[src/rtl/tm11_gen_pkg.sv]
// tm11_gen_pkg: shared constants for the TM11/TU10 magtape register interface.
//   - Unibus register offsets (word index a[3:1]) and ARM word indexes
//   - MTS/MTC bit positions, bus read masks, ARM-visible ID word
//   - drive_mask(): bit mask of the transports that exist for a drive count
package tm11_gen_pkg;

    // Unibus register offsets, indexed by a[3:1]
    localparam logic [2:0] OFF_MTS   = 3'd0;
    localparam logic [2:0] OFF_MTC   = 3'd1;
    localparam logic [2:0] OFF_MTBRC = 3'd2;
    localparam logic [2:0] OFF_MTCMA = 3'd3;
    localparam logic [2:0] OFF_MTD   = 3'd4;
    localparam logic [2:0] OFF_MTRD  = 3'd5;

    // ARM word window indexes
    localparam logic [2:0] ARM_ID     = 3'd0;
    localparam logic [2:0] ARM_CTLSTS = 3'd1;
    localparam logic [2:0] ARM_BRCCMA = 3'd2;
    localparam logic [2:0] ARM_RDD    = 3'd3;
    localparam logic [2:0] ARM_CFG    = 3'd4;
    localparam logic [2:0] ARM_DRVST  = 3'd5;
    localparam logic [2:0] ARM_SELS   = 3'd6;
    localparam logic [2:0] ARM_WDCNT  = 3'd7;

    // MTS / MTC bit positions
    localparam int BIT_ILC  = 15;
    localparam int BIT_PCLR = 12;
    localparam int BIT_CUR  = 7;
    localparam int BIT_IE   = 6;
    localparam int BIT_GO   = 0;

    // Bus read masks: MTC hides power-clear and GO, MTCMA is word aligned
    localparam logic [15:0] MTC_RDMASK   = 16'o167776;
    localparam logic [15:0] MTCMA_RDMASK = 16'o177776;

    localparam logic [31:0] TM11_ID   = 32'h544D2002;
    localparam logic [14:0] MTC_RESET = 15'o10000;

    // One bit per existing transport; NDRIVES=8 gives 8'hFF
    function automatic logic [7:0] drive_mask(input int n);
        logic [8:0] m;
        m = (9'd1 << n) - 9'd1;
        return m[7:0];
    endfunction

endpackage

[src/rtl/tm11_gen_intreq.sv]
// intreq: edge-triggered Unibus interrupt requester.
//   CLOCK, RESET (async active-low), INIT (sync clear)
//   irqlevel : interrupt condition level; a rising edge raises the request
//   intreq   : request to the bus arbiter
//   irvec    : vector presented while requesting, else 0
//   intgnt/igvec : grant strobe and granted vector; matching grant drops request
module intreq #(
    parameter logic [7:0] VECTOR = 8'o0
) (
    input  logic       CLOCK,
    input  logic       RESET,
    input  logic       INIT,
    input  logic       irqlevel,
    output logic       intreq,
    output logic [7:0] irvec,
    input  logic       intgnt,
    input  logic [7:0] igvec
);

    logic r_last_level;
    logic r_intreq;

    // Request flop: set on level rising edge, dropped by a grant for our vector
    always_ff @(posedge CLOCK or negedge RESET) begin
        if (!RESET) begin
            r_last_level <= 1'b0;
            r_intreq     <= 1'b0;
        end else if (INIT) begin
            r_last_level <= 1'b0;
            r_intreq     <= 1'b0;
        end else begin
            r_last_level <= irqlevel;
            if (intgnt && (igvec == VECTOR)) begin
                r_intreq <= 1'b0;
            end else if (irqlevel && !r_last_level) begin
                r_intreq <= 1'b1;
            end
        end
    end

    assign intreq = r_intreq;
    assign irvec  = r_intreq ? VECTOR : 8'h00;

endmodule

[src/rtl/tm11_gen.sv]
// tm11_gen: TM11/TU10 magtape register interface (Unibus slave + ARM window).
//   PDP side : MTS, MTC, MTBRC, MTCMA, MTD, MTRD at ADDR..ADDR+12
//   ARM side : 8-word window (armraddr/armwaddr), armintrq wakes the ARM
//   Ports    : CLOCK, RESET (async active-low), arm* ARM access,
//              intreq/irvec/intgnt/igvec interrupt, a/c/d/init/msyn bus in,
//              d_out_h/ssyn_out_h bus out (registered)
//   Build option: define TM11G_WATCHDOG_EN to add the ARM-response watchdog.
module tm11_gen
    import tm11_gen_pkg::*;
#(
    parameter logic [17:0] ADDR     = 18'o772520,
    parameter logic [7:0]  INTVEC   = 8'o224,
    parameter int          NDRIVES  = 8,
    parameter int          TICKDIV  = 500000,
    parameter int          WDCYCLES = 100000000
) (
    input  logic        CLOCK,
    input  logic        RESET,
    input  logic        armwrite,
    input  logic [2:0]  armraddr,
    input  logic [2:0]  armwaddr,
    input  logic [31:0] armwdata,
    output logic [31:0] armrdata,
    output logic        armintrq,
    output logic        intreq,
    output logic [7:0]  irvec,
    input  logic        intgnt,
    input  logic [7:0]  igvec,
    input  logic [17:0] a_in_h,
    input  logic [1:0]  c_in_h,
    input  logic [15:0] d_in_h,
    input  logic        init_in_h,
    input  logic        msyn_in_h,
    output logic [15:0] d_out_h,
    output logic        ssyn_out_h
);

    localparam logic [7:0]  DRV_MASK  = drive_mask(NDRIVES);
    localparam logic [2:0]  NDRV_M1   = 3'(NDRIVES - 1);
    localparam logic [31:0] TICK_LAST = 32'(TICKDIV - 1);

    logic        r_enable, r_fastio;
    logic [7:0]  r_sels, r_bots, r_wrls, r_rews, r_turs;
    logic [15:7] r_mts_hi;
    logic [14:0] r_mtc;
    logic [15:0] r_mtbrc, r_mtcma, r_mtd;
    logic [14:0] r_mtrd;
    logic        r_tick;
    logic [31:0] r_tick_cnt;
    logic [15:0] r_d_out;
    logic        r_ssyn;

    logic [2:0]  w_unit;
    logic [15:0] w_mts, w_mtc, w_mtrd;
    logic        w_bus_sel, w_wr, w_writehi, w_writelo;
    logic [2:0]  w_off;
    logic [15:0] w_bus_rdata;
    logic [2:0]  w_go_unit;
    logic        w_go_rise, w_go_ok;
    logic        w_irq_level;
    logic        w_wdtrip, w_wd_fire;
    logic [31:0] w_wd_cnt;

    // Drive status seen by the PDP follows the unit selected in MTC; arrays
    // are kept zero above NDRIVES so absent units read as all-zero.
    assign w_unit = r_mtc[10:8];
    assign w_mts  = {r_mts_hi, r_sels[w_unit], r_bots[w_unit], 2'b00,
                     r_wrls[w_unit], r_rews[w_unit], r_turs[w_unit]};
    assign w_mtc  = {|r_mts_hi, r_mtc};
    assign w_mtrd = {r_tick, r_mtrd};

    assign w_off     = a_in_h[3:1];
    assign w_wr      = c_in_h[1];
    assign w_writehi = ~c_in_h[0] | a_in_h[0];
    assign w_writelo = ~c_in_h[0] | ~a_in_h[0];
    assign w_bus_sel = msyn_in_h & r_enable & (a_in_h[17:4] == ADDR[17:4]) & ~r_ssyn;

    // GO targets the unit being written in the same cycle when the high byte is written
    assign w_go_unit = w_writehi ? d_in_h[10:8] : r_mtc[10:8];
    assign w_go_rise = w_writelo & d_in_h[BIT_GO] & ~r_mtc[BIT_GO];
    assign w_go_ok   = DRV_MASK[w_go_unit] & r_sels[w_go_unit];

    assign w_irq_level = (w_mtc[BIT_ILC] | r_mtc[BIT_CUR]) & r_mtc[BIT_IE];
    assign armintrq    = r_mtc[BIT_GO] | r_mtc[BIT_PCLR];

`ifdef TM11G_WATCHDOG_EN
    localparam logic [31:0] WD_LIMIT = 32'(WDCYCLES);
    logic        r_wdtrip;
    logic [31:0] r_wd_cnt;

    // Watchdog counter: runs while GO is set, saturates at the limit
    always_ff @(posedge CLOCK or negedge RESET) begin
        if (!RESET) begin
            r_wd_cnt <= 32'd0;
        end else if (init_in_h || !r_mtc[BIT_GO]) begin
            r_wd_cnt <= 32'd0;
        end else if (r_wd_cnt != WD_LIMIT) begin
            r_wd_cnt <= r_wd_cnt + 32'd1;
        end
    end

    assign w_wd_fire = r_mtc[BIT_GO] & (r_wd_cnt == WD_LIMIT);
    assign w_wdtrip  = r_wdtrip;
    assign w_wd_cnt  = r_wd_cnt;
`else
    assign w_wd_fire = 1'b0;
    assign w_wdtrip  = 1'b0;
    assign w_wd_cnt  = 32'd0;
`endif

    // Bus read data for the addressed register
    always_comb begin
        w_bus_rdata = 16'h0000;
        case (w_off)
            OFF_MTS:   w_bus_rdata = w_mts;
            OFF_MTC:   w_bus_rdata = w_mtc & MTC_RDMASK;
            OFF_MTBRC: w_bus_rdata = r_mtbrc;
            OFF_MTCMA: w_bus_rdata = r_mtcma & MTCMA_RDMASK;
            OFF_MTD:   w_bus_rdata = r_mtd;
            OFF_MTRD:  w_bus_rdata = w_mtrd;
            default:   w_bus_rdata = 16'h0000;
        endcase
    end

    // ARM read window
    always_comb begin
        armrdata = 32'h0000_0000;
        case (armraddr)
            ARM_ID:     armrdata = TM11_ID;
            ARM_CTLSTS: armrdata = {w_mtc, w_mts};
            ARM_BRCCMA: armrdata = {r_mtcma, r_mtbrc};
            ARM_RDD:    armrdata = {w_mtrd, r_mtd};
            ARM_CFG:    armrdata = {r_enable, r_fastio, w_wdtrip, NDRV_M1, INTVEC, ADDR};
            ARM_DRVST:  armrdata = {r_bots, r_wrls, r_rews, r_turs};
            ARM_SELS:   armrdata = {24'h000000, r_sels};
            ARM_WDCNT:  armrdata = w_wd_cnt;
            default:    armrdata = 32'h0000_0000;
        endcase
    end

    // Register file: INIT, then ARM writes, then watchdog trip, then the bus.
    // A lower-priority action simply waits a cycle.
    always_ff @(posedge CLOCK or negedge RESET) begin
        if (!RESET) begin
            r_enable <= 1'b0;
            r_fastio <= 1'b0;
            r_sels   <= 8'h00;
            r_bots   <= 8'h00;
            r_wrls   <= 8'h00;
            r_rews   <= 8'h00;
            r_turs   <= 8'h00;
            r_mts_hi <= 9'h000;
            r_mtc    <= MTC_RESET;
            r_mtbrc  <= 16'h0000;
            r_mtcma  <= 16'h0000;
            r_mtd    <= 16'h0000;
            r_mtrd   <= 15'h0000;
            r_d_out  <= 16'h0000;
            r_ssyn   <= 1'b0;
`ifdef TM11G_WATCHDOG_EN
            r_wdtrip <= 1'b0;
`endif
        end else if (init_in_h) begin
            // Bus INIT leaves the ARM's configuration and drive status alone
            r_mts_hi <= 9'h000;
            r_mtc    <= MTC_RESET;
            r_mtbrc  <= 16'h0000;
            r_mtcma  <= 16'h0000;
            r_mtd    <= 16'h0000;
            r_mtrd   <= 15'h0000;
            r_d_out  <= 16'h0000;
            r_ssyn   <= 1'b0;
`ifdef TM11G_WATCHDOG_EN
            r_wdtrip <= 1'b0;
`endif
        end else if (armwrite) begin
            case (armwaddr)
                ARM_CTLSTS: begin
                    r_mtc    <= armwdata[30:16];
                    // ILC is sticky so the ARM cannot lose one raised by the bus
                    r_mts_hi <= {r_mts_hi[BIT_ILC] | armwdata[15], armwdata[14:7]};
                end
                ARM_BRCCMA: begin
                    r_mtcma <= armwdata[31:16] & MTCMA_RDMASK;
                    r_mtbrc <= armwdata[15:0];
                end
                ARM_RDD: begin
                    r_mtrd <= armwdata[30:16];
                    r_mtd  <= armwdata[15:0];
                end
                ARM_CFG: begin
                    r_enable <= armwdata[31];
                    r_fastio <= armwdata[30];
`ifdef TM11G_WATCHDOG_EN
                    if (armwdata[29]) begin
                        r_wdtrip <= 1'b0;
                    end
`endif
                end
                ARM_DRVST: begin
                    r_bots <= armwdata[31:24] & DRV_MASK;
                    r_wrls <= armwdata[23:16] & DRV_MASK;
                    r_rews <= armwdata[15:8]  & DRV_MASK;
                    r_turs <= armwdata[7:0]   & DRV_MASK;
                end
                ARM_SELS: r_sels <= armwdata[7:0] & DRV_MASK;
                default: ;
            endcase
        end else if (w_wd_fire) begin
`ifdef TM11G_WATCHDOG_EN
            r_mts_hi[BIT_ILC] <= 1'b1;
            r_mtc[BIT_GO]     <= 1'b0;
            r_mtc[BIT_CUR]    <= 1'b1;
            r_wdtrip          <= 1'b1;
`endif
        end else if (!msyn_in_h) begin
            r_d_out <= 16'h0000;
            r_ssyn  <= 1'b0;
        end else if (w_bus_sel) begin
            r_ssyn <= 1'b1;
            if (!w_wr) begin
                r_d_out <= w_bus_rdata;
            end else begin
                case (w_off)
                    OFF_MTC: begin
                        if (w_writehi && d_in_h[BIT_PCLR]) begin
                            // Power clear: hand the controller back to the ARM
                            r_mts_hi      <= 9'h000;
                            r_mtc[14:8]   <= d_in_h[14:8];
                            r_mtc[BIT_GO] <= 1'b0;
                            if (w_writelo) begin
                                r_mtc[6:1] <= d_in_h[6:1];
                            end
                        end else if (!r_mtc[BIT_CUR]) begin
                            r_mts_hi[BIT_ILC] <= 1'b1;
                        end else begin
                            if (w_writehi) begin
                                r_mtc[14:8] <= d_in_h[14:8];
                            end
                            if (w_writelo) begin
                                r_mtc[6:0] <= d_in_h[6:0];
                            end
                            if (w_go_rise) begin
                                if (w_go_ok) begin
                                    r_mtc[BIT_CUR]     <= 1'b0;
                                    r_mts_hi           <= 9'h000;
                                    r_turs[w_go_unit]  <= 1'b0;
                                end else begin
                                    // Bad unit: refuse without waking the ARM
                                    r_mts_hi[BIT_ILC] <= 1'b1;
                                    r_mtc[BIT_GO]     <= 1'b0;
                                end
                            end
                        end
                    end
                    OFF_MTBRC: begin
                        if (w_writehi) begin
                            r_mtbrc[15:8] <= d_in_h[15:8];
                        end
                        if (w_writelo) begin
                            r_mtbrc[7:0] <= d_in_h[7:0];
                        end
                    end
                    OFF_MTCMA: begin
                        if (w_writehi) begin
                            r_mtcma[15:8] <= d_in_h[15:8];
                        end
                        if (w_writelo) begin
                            r_mtcma[7:0] <= {d_in_h[7:1], 1'b0};
                        end
                    end
                    default: ;
                endcase
            end
        end
    end

    // MTRD[15] square wave: toggles once every TICKDIV cycles
    always_ff @(posedge CLOCK or negedge RESET) begin
        if (!RESET) begin
            r_tick_cnt <= 32'd0;
            r_tick     <= 1'b0;
        end else if (init_in_h) begin
            r_tick_cnt <= 32'd0;
            r_tick     <= 1'b0;
        end else if (r_tick_cnt == TICK_LAST) begin
            r_tick_cnt <= 32'd0;
            r_tick     <= ~r_tick;
        end else begin
            r_tick_cnt <= r_tick_cnt + 32'd1;
        end
    end

    assign d_out_h    = r_d_out;
    assign ssyn_out_h = r_ssyn;

    intreq #(
        .VECTOR (INTVEC)
    ) u_intreq (
        .CLOCK    (CLOCK),
        .RESET    (RESET),
        .INIT     (init_in_h),
        .irqlevel (w_irq_level),
        .intreq   (intreq),
        .irvec    (irvec),
        .intgnt   (intgnt),
        .igvec    (igvec)
    );

endmodule

[config.mk]
export PLATFORM = sky130hd
export DESIGN_NAME = tm11_gen
export DESIGN_NICKNAME = d
export VERILOG_FILES = /design/src/rtl/tm11_gen_pkg.sv /design/src/rtl/tm11_gen_intreq.sv /design/src/rtl/tm11_gen.sv
export SDC_FILE = /design/constraint.sdc
export NUM_CORES = 1
export LEC_CHECK = 0
export BUFFER_PORTS_ARGS = -buffer_cell sky130_fd_sc_hd__buf_2
export CORE_ASPECT_RATIO = 0.5
export CORE_MARGIN = 1
export CORE_UTILIZATION = 55
export DETAILED_ROUTE_END_ITERATION = 16
export PLACE_DENSITY = 0.83
export SLEW_MARGIN = 20
export SYNTH_ARGS = -nofsm -noshare
export SYNTH_HDL_FRONTEND = slang
export SYNTH_HIERARCHICAL = 1
export SYNTH_SLANG_ARGS = --single-unit
[constraint.sdc]
create_clock -name CLOCK -period 3.3 [get_ports CLOCK]
set_clock_uncertainty 0.1 [all_clocks]
set_input_delay 0.66 -clock CLOCK [delete_from_list [all_inputs] [get_ports CLOCK]]
set_output_delay 0.66 -clock CLOCK [all_outputs]
set_load 0.02 [all_outputs]
[Word-level counts from Yosys, hierarchy flattened]
Memories as Yosys holds them, arrays and structs flattened.
Cells that the tools add are included.
Storage, ports and cells
  bits of input ports: 88
  logic and storage cells: 227
  bits in read-only memories: 8
  memories: 1
  bits in registers: 181
  latch bits: 0
  bits in writable memories: 0
Operators by class
  div/mod/pow operators: 0
  $lt $le $gt $ge: 3
  multiplexer cells: 99
  bitwise gates (word level): 20
  multipliers: 0
  shifts and indexed selects: 0
  reductions and logical operators: 48
  equal/unequal tests: 30
  add/subtract/negate cells: 1
Memories
  (no name shown): words 8, width 1, read ports 1, clocked after memory_dff 0, write ports 0, RTL line tm11_gen.sv:81  | assign w_go_ok = DRV_MASK[w_go_unit] & r_sels[w_go_unit];
Operator list (count)
  $mux W16: 22
  $pmux W32 S8: 1
  $mux W15: 11
  $mux W8: 16
  $pmux W16 S6: 1
  $mux W9: 9
  $mux W32: 2
  $reduce_and A6 Y1: 7
  $add A32 B1 Y32 const B: 1
  $eq A32 B19 Y1 const B: 1
  $mux W7: 4
  $eq A3 B3 Y1 const B: 9
  $reduce_bool A3 Y1: 9
  $mux W1: 24
  $reduce_bool A2 Y1: 10
  $bmux W1 S3: 6
  $eq A3 B2 Y1 const B: 6
  $reduce_bool A4 Y1: 4
  $eq A14 B14 Y1 const B: 1
  $reduce_and A7 Y1: 2
  $reduce_and A3 Y1: 4
  $reduce_and A10 Y1: 1
  $eq A3 B1 Y1 const B: 3
  $reduce_or A9 Y1: 1
  other kinds (22): 46

[Logic depth before layout (Yosys ltp)]
  word-level depth: 18
  gate-level depth with buffers: 10

[Cells and area by module]
Netlist, hierarchy kept.
By module, submodules not included
  tm11_gen: cells each 1079, area an instance 10476.3 µm², sequential area each 4455.5 µm², instances 1
  intreq: cells each 18, area an instance 160.2 µm², sequential area each 50.0 µm², instances 1

[Worst setup path after synthesis]
OpenSTA, ideal clock, no wires.
  kind: input-to-output
  from: input port armraddr[1]
  to: output port armrdata[28]
  slack: 0.336 ns
  arrival: 2.204 ns
  stages on the path: 6
  data required time: 2.540 ns
  path through: clkbuf_1 inv_1 clkbuf_1 clkbuf_1 o21ai_0 a221oi_1
Between the ends
  word-level cells in the longest chain between the ends: 2
RTL lines
  start, declared: RTL line tm11_gen.sv:20  | input logic [2:0] armraddr,
  $eq A3 B3 Y1, or another cell as far along: RTL line tm11_gen.sv:128  | case (armraddr)
  $pmux W32 S8 *: RTL line tm11_gen.sv:128
  end, declared: RTL line tm11_gen.sv:23  | output logic [31:0] armrdata,
Every way passes the cells marked *; elsewhere a longest branch is shown, timed or not.

[Worst setup path after layout]
  from: register r_mtc[9]
  to: output port armrdata[6]
Between the ends
  word-level cells in the longest chain between the ends: 3
RTL lines
  start, declared: RTL line tm11_gen.sv:45  | logic [14:0] r_mtc;
  start signal, assigned: RTL line tm11_gen.sv:179  | r_mtc <= armwdata[30:16];
  start signal, assigned: RTL line tm11_gen.sv:229  | r_mtc[14:8] <= d_in_h[14:8];
  start signal, assigned: RTL line tm11_gen.sv:238  | r_mtc[14:8] <= d_in_h[14:8];
  $bmux W1 S3: RTL line tm11_gen.sv:67  | assign w_mts = {r_mts_hi, r_sels[w_unit], r_bots[w_unit], 2'b00,
  $mux W1 (implied by the code): RTL line tm11_gen.sv:67
  $pmux W32 S8: RTL line tm11_gen.sv:128
Every way passes these cells. The select of a mux whose other input is x is not followed.

==> reports/qor.csv <==
stage,metric,value,unit
finish,final_nets,1312,
critical_path,critical_path_arrival,2.50,ns
yosys,synth-adder-area-share,0.1176,%
timing,rsz0062_at_grt,true,
finish,stdcell_area,12230,um^2
finish,drive_above_1_share,27.91,%
critical_path,crit_type,flip-flop to output port,
yosys,netlist_instances,1097,
floorplanning,ios,147,
yosys,ys_seq_area_share,42.36,%
finish,final_core_util,65.55,%
grt,antenna_found_initial,0,
critical_path,r2r_slack,0.60,ns
critical_path,cpLargestDelayFamily,flip-flops,
place,placed_cell_area,11640,um^2
floorplanning,dieArea,19930,um^2
yosys,syn_area,10640,um^2
drt,final_antenna_net_count,0,
yosys,synth_xor_area_share,2.553,%
critical_path,worst_ep_required_time,2.54,ns
cts,clock-root-buffer,clkbuf_16,
drt,drc,0,
yosys,ys_ff_latch,180,
yosys,synthArstFlopShare,100.0,%
floorplanning,num_rows,35,
timing,finalHoldViolations,0,
critical_path,path_cells,mux4_2 -> nand2_1 -> nand2_1 -> mux2_2 -> a221oi_1 -> a21oi_1 -> buf_2,
flow_run,drv_cap,0,
timing,tightest_slew,0.9286,ns
timing,timing.fmax,307.0,MHz
cts,numCtsBuffers,17,
grt,grtUsageMet2,55.35,%
cts,cts_hold_buf,0,
yosys,synth-simple-area-share,16.33,%
critical_path,start_kind,flip-flop,
yosys,synth_top_area_cell,dfrtp_1,
critical_path,crit_buf_inv,1,
yosys,netlist.area_leader.share,42.11,%
timing,slew_violations,0,
cts,cts_tree,built,
floorplanning,core,18660,um^2
critical_path,cp_slowest_cell,dfrtp_1,
yosys,synth_edf_count,0,
critical_path,cp_max_fo,10,
cts,htreeDepth,4,
yosys,synthMuxAreaShare,15.07,%
yosys,synthFlopType,dfrtp_1,
timing,tns,0,ns
critical_path,critPathMostFrequentCell,nand2_1,
grt,use_met3,11.26,%
yosys,synth_top_family_by_area,compound AO/OA/AOI/OAI gates,
finish,syn_to_final_growth,14.96,%
grt,met1_usage,49.51,%
power_and_ir_drop,peakVddDrop,0.3546,mV
cts,clk_pin_slew,0.07,ns
grt,grt_pass1_vias,9646,
grt,grt_max_degree,77,
floorplanning,start_util,57.02,%
drt,drt_iter0_markers,1218,
critical_path,slowest_delay,0.70,ns
drt,wire_per_inst,23.62,um
place,dpl.hpwl,25.64,mm
power_and_ir_drop,fin_total_pwr,5878,uW
yosys,synth_compound_area_share,19.10,%
grt,grt_use_total,37.06,%
drt,viasPerCell,6.601,
cts,clock_path_buffers,2,
grt,grt_pass1_wl,55.10,mm
yosys,synth_common_cells,"nand2_1, dfrtp_1, a21oi_1, mux2_2, nor2_1",
yosys,synth_area_leaders,"dfrtp_1, mux2_2, nand2_1",
power_and_ir_drop,p_leak,0.005677,uW
power_and_ir_drop,powerDensity,480.7,nW/um^2
place,port_buffers,141,
run_status,status,"finished, final reports clean",
drt,wl,35.31,mm
yosys,avgSynthCellArea,9.696,um^2
timing,period_needed,3.257,ns
drt,vias,9869,
grt,overflow,0,
place,gp_congestion,0.9679,
timing,relSlewSlack,37.86,%
yosys,post-synth-top-count-cell,nand2_1,
floorplanning,die_h,100.3,um
drt,dr.pass1.iters,7,
floorplanning,die_x,198.7,um
timing,setup_viol,0,
timing,fin_crit_sh,98.70,%
cts,clock_latency,0.45,ns
yosys,ys_types,77,
finish,num_antenna_cells,0,
min_path,min_path_type,input port to asynchronous set/reset pin,
critical_path,endpoint_kind,output port,
grt,top_usage_layer,met2,
cts,clock-sinks,180,
yosys,yosys_warnings,6,
## placed cells by master (no fill, tap or decap), types with 7 or more instances in the layout
| cell type | n |
|---|---|
| nor4_1 | 12 |
| nor3_1 | 12 |
| nand2_1 | 185 |
| nor2b_1 | 10 |
| inv_1 | 16 |
| buf_2 | 140 |
| mux2i_1 | 44 |
| a22oi_1 | 17 |
| a22o_1 | 42 |
| mux4_2 | 13 |
| nand3_1 | 22 |
| buf_4 | 39 |
| a31o_2 | 8 |
| clkbuf_16 | 17 |
| o21ai_0 | 41 |
| a21oi_1 | 75 |
| a31oi_1 | 7 |
| nor2_1 | 65 |
| xnor2_1 | 10 |
| and3_1 | 19 |
| o21ai_2 | 9 |
| nand2b_1 | 14 |
| a221oi_1 | 16 |
| dfrtp_1 | 178 |
| o22ai_1 | 15 |
| mux2_2 | 71 |
| xor2_1 | 21 |
## through the flow
step / hold slack [ns] / cells / setup WS (ns)
6_report: 0.1372 / 1495 / 0.04279
5_1_grt: 0.2022 / 1495 / -0.01023
4_1_cts: 0.1758 / 1494 / 0.05157
3_5_place_dp: 0.3464 / 1462 / 0.3742
3_3_place_gp: 0.3379 / 1462 / 0.3978
2_1_floorplan: 0.2644 / 1101 / 0.3361
## per-layer routing
metal / wire (um) / part of all wire (%) / vias to the layer above
li1: - / - / 4241
met3: 4353 / 12 / 120
met4: 1593 / 4.5 / 0
met1: 13730 / 39 / 4819
met2: 15630 / 44 / 689
met5: 0 / 0 / -
## state kept, by name, indices dropped and copies added, names as in the netlist, 8 cells and up
| signal | count |
|---|---|
| r_mts_hi | 9 |
| r_rews | 8 |
| r_mtcma | 15 |
| r_wrls | 8 |
| r_mtd | 16 |
| d_out_h | 16 |
| r_tick_cnt | 32 |
| r_bots | 8 |
| r_sels | 8 |
| r_turs | 8 |
| r_mtc | 15 |
| r_mtrd | 15 |
| r_mtbrc | 16 |
## final cells by class
class                           count  area (um^2)
Fill cell                        1509         6427
Multi-Input combinational cell    823         5694
Sequential cell                   180         4507
Timing Repair Buffer              183         1065
Clock buffer                       19        442.9
Tap cell                          259        324.1
Clock inverter                     13        127.6
Inverter                           18        67.56
## final timing paths
path / start / end / depth (start not counted)
max in group asynchronous: RESET / d_out_h[12]$_DFFE_PN0P_ / 2
setup / recovery: r_mtc[9]$_DFFE_PN0P_ / armrdata[6] / 7
min in group CLOCK: armwdata[21] / r_wrls[5]$_DFFE_PN0P_ / 3
hold reg to reg: r_tick_cnt[0]$_DFF_PN0_ / r_tick_cnt[0]$_DFF_PN0_ / 1
hold / removal: RESET / r_tick_cnt[16]$_DFF_PN0_ / 1
setup reg to reg: r_mtc[9]$_DFFE_PN0P_ / r_mtc[7]$_DFFE_PN0P_ / 8
## power breakdown
part / internal, uW / switching (uW) / total [uW]
registers: 2400 / 248 / 2650
clock network: 1070 / 942 / 2010
logic: 509 / 709 / 1220
## timing repair
| item | CTS | global route |
|---|---|---|
| buffers inserted | 0 | 1 |
| cloned | 0 | 0 |
| endpoints found under the setup margin | 2 | 2 |
| resized for setup | 1 | 1 |
## kinds of logic (layout without fill, tap and decap cells)
kind of cell	count (synthesis)	after routing
AO/OA/AOI/OAI	281	281
XOR/XNOR	31	31
adder cells (fa/ha/maj)	1	1
buffers and inverters	98	233
flip-flops	180	180
multiplexers	132	132
other	1	5
AND/OR/NAND/NOR	373	373
(Power assumes the default switching activity.)
